$ cat src/rtl/rv_pkg.sv
// rv_pkg: types and constants shared by the fetch unit, its PC register and
// the immediate-extension stage downstream of decode.
package rv_pkg;

  localparam int unsigned XLEN  = 32;
  localparam int unsigned ILEN  = 32;
  localparam int unsigned OPC_W = 7;

  localparam logic [XLEN-1:0] RESET_PC_DEFAULT = 32'h0000_0000;
  localparam logic [XLEN-1:0] PC_STEP          = 32'h0000_0004;

  // addi x0, x0, 0
  localparam logic [ILEN-1:0] NOP = 32'h0000_0013;

  // Major opcodes; the immediate-extension stage selects its format from these.
  localparam logic [OPC_W-1:0] OPC_LOAD   = 7'b000_0011;
  localparam logic [OPC_W-1:0] OPC_OP_IMM = 7'b001_0011;
  localparam logic [OPC_W-1:0] OPC_AUIPC  = 7'b001_0111;
  localparam logic [OPC_W-1:0] OPC_STORE  = 7'b010_0011;
  localparam logic [OPC_W-1:0] OPC_OP     = 7'b011_0011;
  localparam logic [OPC_W-1:0] OPC_LUI    = 7'b011_0111;
  localparam logic [OPC_W-1:0] OPC_BRANCH = 7'b110_0011;
  localparam logic [OPC_W-1:0] OPC_JALR   = 7'b110_0111;
  localparam logic [OPC_W-1:0] OPC_JAL    = 7'b110_1111;
  localparam logic [OPC_W-1:0] OPC_SYSTEM = 7'b111_0011;

  typedef enum logic [1:0] {
    FETCH_IDLE = 2'd0,
    FETCH_REQ  = 2'd1,
    FETCH_WAIT = 2'd2,
    FETCH_HOLD = 2'd3
  } fetch_state_e;

  // Instruction buffer payload handed to decode.
  typedef struct packed {
    logic [XLEN-1:0] pc;
    logic [ILEN-1:0] instr;
  } fetch_pkt_t;

  // Clear the byte-offset bits of an address.
  function automatic logic [XLEN-1:0] word_align(input logic [XLEN-1:0] addr);
    return addr & ~XLEN'(3);
  endfunction

endpackage

$ cat src/rtl/fetch_unit_pc_reg.sv
// pc_reg: architectural fetch PC.
//   clk, rst_n   : clock, synchronous active-low reset (loads RESET_PC)
//   redirect     : load word-aligned redirect_pc (wins over advance)
//   redirect_pc  : redirect target, low two bits ignored
//   advance      : step to the next sequential word (wraps modulo 2^32)
//   pc           : current fetch PC (registered)
module pc_reg
  import rv_pkg::*;
#(
  parameter logic [XLEN-1:0] RESET_PC = RESET_PC_DEFAULT
) (
  input  logic            clk,
  input  logic            rst_n,
  input  logic            redirect,
  input  logic [XLEN-1:0] redirect_pc,
  input  logic            advance,
  output logic [XLEN-1:0] pc
);

  logic [XLEN-1:0] pc_d;

  // Redirect mux ahead of the sequential increment.
  always_comb begin
    pc_d = pc;
    if (redirect) begin
      pc_d = word_align(redirect_pc);
    end else if (advance) begin
      pc_d = pc + PC_STEP;
    end
  end

  always_ff @(posedge clk) begin
    if (!rst_n) begin
      pc <= word_align(RESET_PC);
    end else begin
      pc <= pc_d;
    end
  end

endmodule

$ cat src/rtl/fetch_unit.sv
// fetch_unit: single-outstanding instruction fetch with a one-entry buffer.
//   clk, rst_n         : clock, synchronous active-low reset
//   imem_req/imem_addr : request and word address to instruction memory
//   imem_gnt           : memory accepts the request this cycle
//   imem_rvalid/rdata  : response data for the granted request
//   redirect_valid/pc  : control-flow change from execute
//   instr_valid/ready  : handshake with decode
//   instr/instr_pc     : buffered instruction and its address
module fetch_unit
  import rv_pkg::*;
#(
  parameter logic [XLEN-1:0] RESET_PC = RESET_PC_DEFAULT
) (
  input  logic            clk,
  input  logic            rst_n,
  output logic            imem_req,
  output logic [XLEN-1:0] imem_addr,
  input  logic            imem_gnt,
  input  logic            imem_rvalid,
  input  logic [ILEN-1:0] imem_rdata,
  input  logic            redirect_valid,
  input  logic [XLEN-1:0] redirect_pc,
  output logic            instr_valid,
  input  logic            instr_ready,
  output logic [ILEN-1:0] instr,
  output logic [XLEN-1:0] instr_pc
);

  fetch_state_e    state_q;
  fetch_state_e    state_d;
  logic            killed_q;
  logic            killed_d;
  logic            imem_req_d;
  logic            instr_valid_d;
  logic            capture;
  logic            grant;
  logic            handshake;
  logic [XLEN-1:0] pc;
  fetch_pkt_t      ibuf_q;

  // A grant only counts while a request is actually presented.
  assign grant     = imem_req & imem_gnt;
  assign handshake = instr_valid & instr_ready;

  pc_reg #(
    .RESET_PC (RESET_PC)
  ) u_pc_reg (
    .clk         (clk),
    .rst_n       (rst_n),
    .redirect    (redirect_valid),
    .redirect_pc (redirect_pc),
    .advance     (handshake),
    .pc          (pc)
  );

  // Next-state, kill tracking and registered-output next values.
  // killed marks the one outstanding response as stale. While it is set in
  // REQ no new request is issued, so at most one response is ever in flight;
  // the stale response retires the flag when it arrives.
  always_comb begin
    state_d  = state_q;
    killed_d = killed_q;
    capture  = 1'b0;

    unique case (state_q)
      FETCH_IDLE: begin
        state_d = FETCH_REQ;
      end

      FETCH_REQ: begin
        if (imem_rvalid && killed_q) begin
          killed_d = 1'b0;
        end
        if (redirect_valid) begin
          state_d = FETCH_REQ;
          if (grant) begin
            killed_d = 1'b1;
          end
        end else if (grant) begin
          state_d = FETCH_WAIT;
        end
      end

      FETCH_WAIT: begin
        if (imem_rvalid) begin
          killed_d = 1'b0;
          if (!killed_q && !redirect_valid) begin
            capture = 1'b1;
            state_d = FETCH_HOLD;
          end else begin
            state_d = FETCH_REQ;
          end
        end else if (redirect_valid) begin
          killed_d = 1'b1;
        end
      end

      FETCH_HOLD: begin
        if (redirect_valid || handshake) begin
          state_d = FETCH_REQ;
        end
      end

      default: begin
        state_d  = FETCH_IDLE;
        killed_d = 1'b0;
      end
    endcase

    imem_req_d    = (state_d == FETCH_REQ) && !killed_d;
    instr_valid_d = (state_d == FETCH_HOLD);
  end

  always_ff @(posedge clk) begin
    if (!rst_n) begin
      state_q      <= FETCH_IDLE;
      killed_q     <= 1'b0;
      imem_req     <= 1'b0;
      instr_valid  <= 1'b0;
      ibuf_q.pc    <= word_align(RESET_PC);
      ibuf_q.instr <= NOP;
    end else begin
      state_q     <= state_d;
      killed_q    <= killed_d;
      imem_req    <= imem_req_d;
      instr_valid <= instr_valid_d;
      // The PC cannot move between grant and an unkilled response.
      if (capture) begin
        ibuf_q.pc    <= pc;
        ibuf_q.instr <= imem_rdata;
      end
    end
  end

  assign imem_addr = pc;
  assign instr     = ibuf_q.instr;
  assign instr_pc  = ibuf_q.pc;

endmodule

$ cat config.mk
export PLATFORM = sky130hd
export DESIGN_NAME = fetch_unit
export DESIGN_NICKNAME = d
export VERILOG_FILES = /design/src/rtl/rv_pkg.sv /design/src/rtl/fetch_unit_pc_reg.sv /design/src/rtl/fetch_unit.sv
export SDC_FILE = /design/constraint.sdc
export NUM_CORES = 1
export LEC_CHECK = 0
export ABC_AREA = 1
export CAP_MARGIN = 5
export CORE_MARGIN = 2
export CORE_UTILIZATION = 60
export CTS_BUF_LIST = sky130_fd_sc_hd__clkbuf_4 sky130_fd_sc_hd__clkbuf_8
export CTS_CLUSTER_DIAMETER = 100
export CTS_CLUSTER_SIZE = 40
export DETAILED_ROUTE_END_ITERATION = 8
export DONT_BUFFER_PORTS = 1
export HOLD_SLACK_MARGIN = 0.1
export PLACE_DENSITY = 0.72
export SYNTH_ARGS = -nofsm -noshare
export SYNTH_HDL_FRONTEND = slang
export SYNTH_SLANG_ARGS = --single-unit
$ cat constraint.sdc
create_clock -name clk -period 3.6 [get_ports clk]
set_clock_uncertainty 0.1 [all_clocks]
set_input_delay 0.72 -clock clk [delete_from_list [all_inputs] [get_ports clk]]
set_output_delay 0.72 -clock clk [all_outputs]
set_load 0.1 [all_outputs]
==> results.py, run 1 <==
metrics = {
    "grt": {
        "antenna_found_initial": 0,
        "grt_max_degree": 70,
        "grt_pass1_wl_um": 19400,
        "grt_pass1_vias": 3948,
        "grtUsageMet2": 0.499,
        "grt_overflow_total": 0,
        "grt_util_met3": 0.0578,
        "globalRouteMet1Util": 0.363,
        "busiest_layer": "met2",
        "grt.total_usage": 0.291,
    },
    "timing": {
        "fin_setup_tns_ns": 0,
        "fin_crit_sh": 0.679,
        "finalHoldViolCount": 0,
        "fin_crit_ns": 2.44,
        "max_freq_mhz": 409,
        "slew_viol_final": 0,
        "setup_viol": 0,
        "tightest_slew_ns": 1.04,
        "relSlewSlack": 0.305,
        "rsz0062_at_grt": "no",
    },
    "job": {
        "cap_violations": 0,
    },
    "die": {
        "die_area_um2": 8070,
        "die_x_um": 89.9,
        "fp.dieH_um": 89.9,
        "ios": 168,
        "fp-row-count": 31,
        "initial_core_util": 0.613,
        "placeableCoreArea_um2": 7210,
    },
    "routing": {
        "dr.pass1.iters": 5,
        "vias": 4144,
        "wl_per_cell_um": 15.4,
        "drc": 0,
        "drt_iter0_markers": 246,
        "vias_per_cell": 5.52,
        "routed_wl_um": 11600,
        "final_antenna_net_count": 0,
    },
    "placed_design": {
        "port_buffers": 0,
        "hpwlAfterDp_um": 8280,
        "placed_area_um2": 4640,
        "routabilityCongestion": 0.940,
    },
    "final_layout": {
        "flow.area_growth_from_synthesis_pct": 9.73,
        "mostFrequentLayoutCells": "126 x nor2_1, 118 x nand2_1, 97 x dfxtp_1, 76 x o21ai_0, 47 x inv_1",
        "final_common_cell": "nor2_1",
        "design_area_um2": 4850,
        "multi_input_area_um2": 2150,
        "final-seq-area_um2": 1940,
        "fillers": 672,
        "fin_nets": 723,
        "antenna_cells": 0,
        "layout-drive-gt1-share": 0.0982,
        "largest_register_ffs": 32,
    },
    "worst_setup_path": {
        "reg2reg_from": "instr_valid",
        "ff2ff_path_depth": 10,
        "rrSetupSlack_ns": 1.16,
        "arrival_ns": 2.63,
        "cp_data_required_time_ns": 3.78,
        "endpoint_kind": "flip-flop",
        "cp_max_fo": 14,
        "start_kind": "flip-flop",
        "r2r_end": "instr_valid",
        "path_class": "flip-flop to flip-flop",
        "cp-startpoint": "instr_valid",
    },
    "clocking": {
        "cts_buffer_depth": 2,
        "cts-resized-gates": 0,
        "tritoncts": "built",
        "cts-root-buf": "clkbuf_8",
        "cts_hold_buf": 0,
        "clkTransAtPathRegs_ns": 0.10,
        "cts_buffers": 9,
        "clkLatencyLatePin_ns": 0.36,
        "cts_setup_buffers": 0,
        "numClockSinks": 97,
        "htree_levels": 3,
    },
    "logic_synthesis": {
        "syn_area_um2": 4420,
        "synthCells": 635,
        "syn-mean-instance-area_um2": 6.97,
        "ys_types": 32,
        "ys.warnings.count": 0,
        "ys_seq_elements": 97,
        "yosysSeqAreaShare": 0.439,
    },
    "min_path": {
        "min_to": "instr[0]",
        "hp-class": "input port to flip-flop",
        "min-delay-start": "rst_n",
        "hold_depth": 1,
    },
    "power": {
        "power_density_nw_per_um2": 454,
        "leakagePower_nw": 1.93,
        "max-vdd-ir-drop_uv": 217,
    },
    "outcome": {
        "status": "complete, no violations",
    },
}
## per-layer routing
metal	wire length, um	vias to the layer above
met4	294	0
met1	4920	1881
met2	5400	182
met5	0	-
met3	949	24
li1	-	2057
## metrics by stage
| step | worst slack, ns | total power [mW] | util | instances | hold WS (ns) |
|---|---|---|---|---|---|
| 2_1_floorplan | 1.26 | 1.43 | - | 638 | 0.428 |
| 3_3_place_gp | 1.01 | 1.47 | 0.643 | 735 | 0.419 |
| 3_5_place_dp | 1.02 | 1.47 | 0.643 | 735 | 0.431 |
| 4_1_cts | 1.19 | 2.21 | 0.673 | 751 | 0.332 |
| 5_1_grt | 0.973 | 2.28 | 0.673 | 751 | 0.331 |
| 6_report | 1.16 | 2.20 | 0.673 | 751 | 0.347 |
## worst max-delay path by stage
stage | cells after the start | slack (ns) | to
2_1_floorplan | 8 | 1.26 | u_pc_reg.pc[24]
3_3_place_gp | 9 | 1.01 | instr_valid
3_5_place_dp | 9 | 1.02 | instr_valid
4_1_cts | 11 | 1.19 | imem_req
5_1_grt | 11 | 0.97 | imem_req
6_report | 10 | 1.16 | instr_valid
## cell type report
type / instances / share of cell area
Multi-Input combinational cell: 458 / 0.444
Clock buffer: 10 / 0.0284
Clock inverter: 6 / 0.0155
Sequential cell: 97 / 0.400
Inverter: 50 / 0.0387
Tap cell: 99 / 0.0255
Timing Repair Buffer: 31 / 0.0480
## synthesized netlist by cell type, drive strengths merged
library cell / count / area share
ha: 6 / 0.017
buf: 14 / 0.018
nand4: 3 / 0.0042
or2: 1 / 0.0014
clkbuf: 19 / 0.016
a21boi: 1 / 0.0017
a21oi: 38 / 0.043
xor2: 11 / 0.022
inv: 50 / 0.042
conb: 1 / 0.00085
nor2: 136 / 0.12
xnor2: 2 / 0.0040
a22o: 5 / 0.0099
nor4: 1 / 0.0014
nand3: 35 / 0.041
a22oi: 1 / 0.0017
nor3b: 1 / 0.0017
nor3: 4 / 0.0045
a31oi: 6 / 0.0085
o21ai: 81 / 0.092
nand2: 120 / 0.10
dfxtp: 97 / 0.44
and2: 1 / 0.0014
o211ai: 1 / 0.0017
## kinds of logic after synthesis
logic type | after synthesis | share of synthesized area
buf+inv | 83 | 0.0764
fa+ha+maj | 6 | 0.0170
simple gates | 302 | 0.283
other cells | 1 | 0.000848
flops | 97 | 0.439
xor+xnor | 13 | 0.0257
compound gates | 133 | 0.158
## worst max-delay path, cell delays in order (launching register included)
cell and delay [ns]:
dfxtp_1 0.32, buf_4 0.23, nand2_1 0.29, nand2_1 0.38, inv_1 0.50, nand2_1 0.10, nand2_1 0.08, nand2_1 0.04
nand3_1 0.06, nand2_1 0.09, nor3_1 0.18
## power by group
part,switching (mW),total (mW),internal (mW)
clock,0.401,0.751,0.350
combinational,0.248,0.313,0.0644
sequential,0.0419,1.14,1.10
total,0.692,2.20,1.51
Power figures use the tool's default switching activity.
==> run 2, diff against run 1 <==
==> constraint.sdc (replaced) <==
create_clock -name clk -period 2.3 [get_ports clk]
set_clock_uncertainty 0.1 [all_clocks]
set_input_delay 0.46 -clock clk [delete_from_list [all_inputs] [get_ports clk]]
set_output_delay 0.46 -clock clk [all_outputs]
set_load 0.1 [all_outputs]
==> results.py, run 2 (synthesis gave the netlist of run 1 again) <==
metrics = {
    "outcome": {
        "status": "complete, no violations",
    },
    "routing": {
        "top_layer": "met4",
        "wl_met1_um": 5160,
        "wl_met3_um": 957,
        "final_antenna_net_count": 0,
        "dr.pass1.iters": 5,
        "vias": 4424,
        "vias_per_cell": 5.38,
        "drt_iter0_markers": 284,
        "routed_wl_um": 12400,
        "drc": 0,
        "dr_wl_met2_um": 5930,
        "wl_per_cell_um": 15.0,
    },
    "grt": {
        "grt_pass1_wl_um": 20500,
        "grt_pass1_vias": 4193,
        "grt.total_usage": 0.313,
        "grt_overflow_total": 0,
        "grt_max_degree": 68,
        "antenna_found_initial": 0,
    },
    "power": {
        "p_seq_frac": 0.479,
        "p_switching_mw": 1.06,
        "swShare": 0.289,
        "p_int_mw": 2.60,
        "max-vdd-ir-drop_uv": 330,
        "finalPower_mw": 3.66,
        "leakagePower_nw": 2.35,
        "power_density_nw_per_um2": 671,
        "p_clk_frac": 0.375,
        "p_comb_frac": 0.146,
    },
    "clocking": {
        "cts-root-buf": "clkbuf_8",
        "numClockSinks": 97,
        "cts_buffers": 9,
        "tritoncts": "built",
        "cts_buffer_depth": 2,
        "cts-resized-gates": 0,
        "cts_setup_buffers": 0,
        "htree_levels": 3,
        "cts_hold_buf": 1,
        "clkTransAtPathRegs_ns": 0.09,
        "clkLatencyLatePin_ns": 0.37,
    },
    "worst_setup_path": {
        "path_class": "flip-flop to flip-flop",
        "start_kind": "flip-flop",
        "cp_data_required_time_ns": 2.51,
        "endpoint_kind": "flip-flop",
        "reg2reg_from": "state_q[0]",
        "cp_max_fo": 47,
        "arrival_ns": 2.03,
        "cp-startpoint": "state_q[0]",
    },
    "die": {
        "die_area_um2": 8070,
        "die_x_um": 89.9,
        "initial_core_util": 0.613,
        "placeableCoreArea_um2": 7210,
        "fp-row-count": 31,
        "fp.dieH_um": 89.9,
        "ios": 168,
    },
    "timing": {
        "rsz0062_at_grt": "no",
        "fin_setup_tns_ns": 0,
        "max_freq_mhz": 551,
        "fin_crit_sh": 0.790,
        "setup_ws_ns": 0.484,
        "slew_viol_final": 0,
        "tightest_slew_ns": 0.508,
        "finalHoldViolCount": 0,
        "fin_crit_ns": 1.82,
        "setup_viol": 0,
        "relSlewSlack": 0.661,
    },
    "final_layout": {
        "stdcell_count": 823,
        "antenna_cells": 0,
        "largest_register_ffs": 32,
        "final_common_cell": "nor2_1",
        "layout-drive-gt1-share": 0.189,
        "mostFrequentLayoutCells": "126 x nor2_1, 118 x nand2_1, 101 x buf_4, 95 x dfxtp_1, 76 x o21ai_0",
        "flow.area_growth_from_synthesis_pct": 23.3,
        "fin_util": 0.756,
        "fin_nets": 795,
    },
    "job": {
        "cap_violations": 0,
    },
    "min_path": {
        "hp-class": "input port to flip-flop",
        "min-delay-start": "imem_rdata[1]",
    },
    "placed_design": {
        "port_buffers": 0,
        "pre_cts_ws_ns": 0.535,
        "hpwlAfterDp_um": 8980,
        "routabilityCongestion": 0.997,
        "place_inst": 806,
    },
}
[run 2: changes by cell type in the layout (fill, tap and decap cells not counted), sizes merged]
| cell | before | now |
|---|---|---|
| buf | 31 | 102 |
| clkinvlp | 3 | 0 |
| bufinv | 1 | 3 |
| clkbuf | 10 | 11 |
| dlygate4sd3 | 0 | 1 |
[run 2: stage by stage]
stage          hold WS, ns  instance area, um^2
2_1_floorplan        0.428                 4440
3_3_place_gp         0.356                 5190
3_5_place_dp         0.379                 5190
4_1_cts              0.105                 5450
5_1_grt              0.103                 5450
6_report             0.106                 5450
[run 2: power by group through the flow]
stage | sequential [mW] | clock, mW | combinational, mW
final | 1.75 | 1.37 | 0.534
after global routing | 1.76 | 1.45 | 0.569
after CTS | 1.75 | 1.38 | 0.533
after detailed placement | 1.79 | 0 | 0.529
after global placement | 1.79 | 0 | 0.520
after floorplan | 2.05 | 0 | 0.186
[run 2: layer usage]
metal / global-route usage / up-vias
met5: 0 / -
met4: 0.131 / 0
met3: 0.0645 / 25
met2: 0.544 / 187
met1: 0.378 / 2006
li1: - / 2206
[run 2: critical path, stage by stage (launching register included)]
cell     delay, ns
dfxtp_1       0.43
inv_1         0.11
ha_1          0.25
nand3_2       0.10
buf_4         0.37
nand3_1       0.13
nand2_1       0.13
inv_1         0.05
nor2_1        0.09
[run 2: final timing paths]
check | to | slack, ns | depth (start not counted)
setup / recovery | imem_req | 0.48 | 8
hold / removal | instr[1] | 0.11 | 2
setup reg to reg | imem_req | 0.48 | 8
hold reg to reg | instr[7] | 0.39 | 2
[run 2: final cells by class]
class,instances,area [um^2]
clock buffer,11,145
clock inverter,5,108
fill,569,1760
inverter,50,188
multi-input combinational,458,2150
sequential,97,1940
tap,99,124
timing repair buffer,103,788
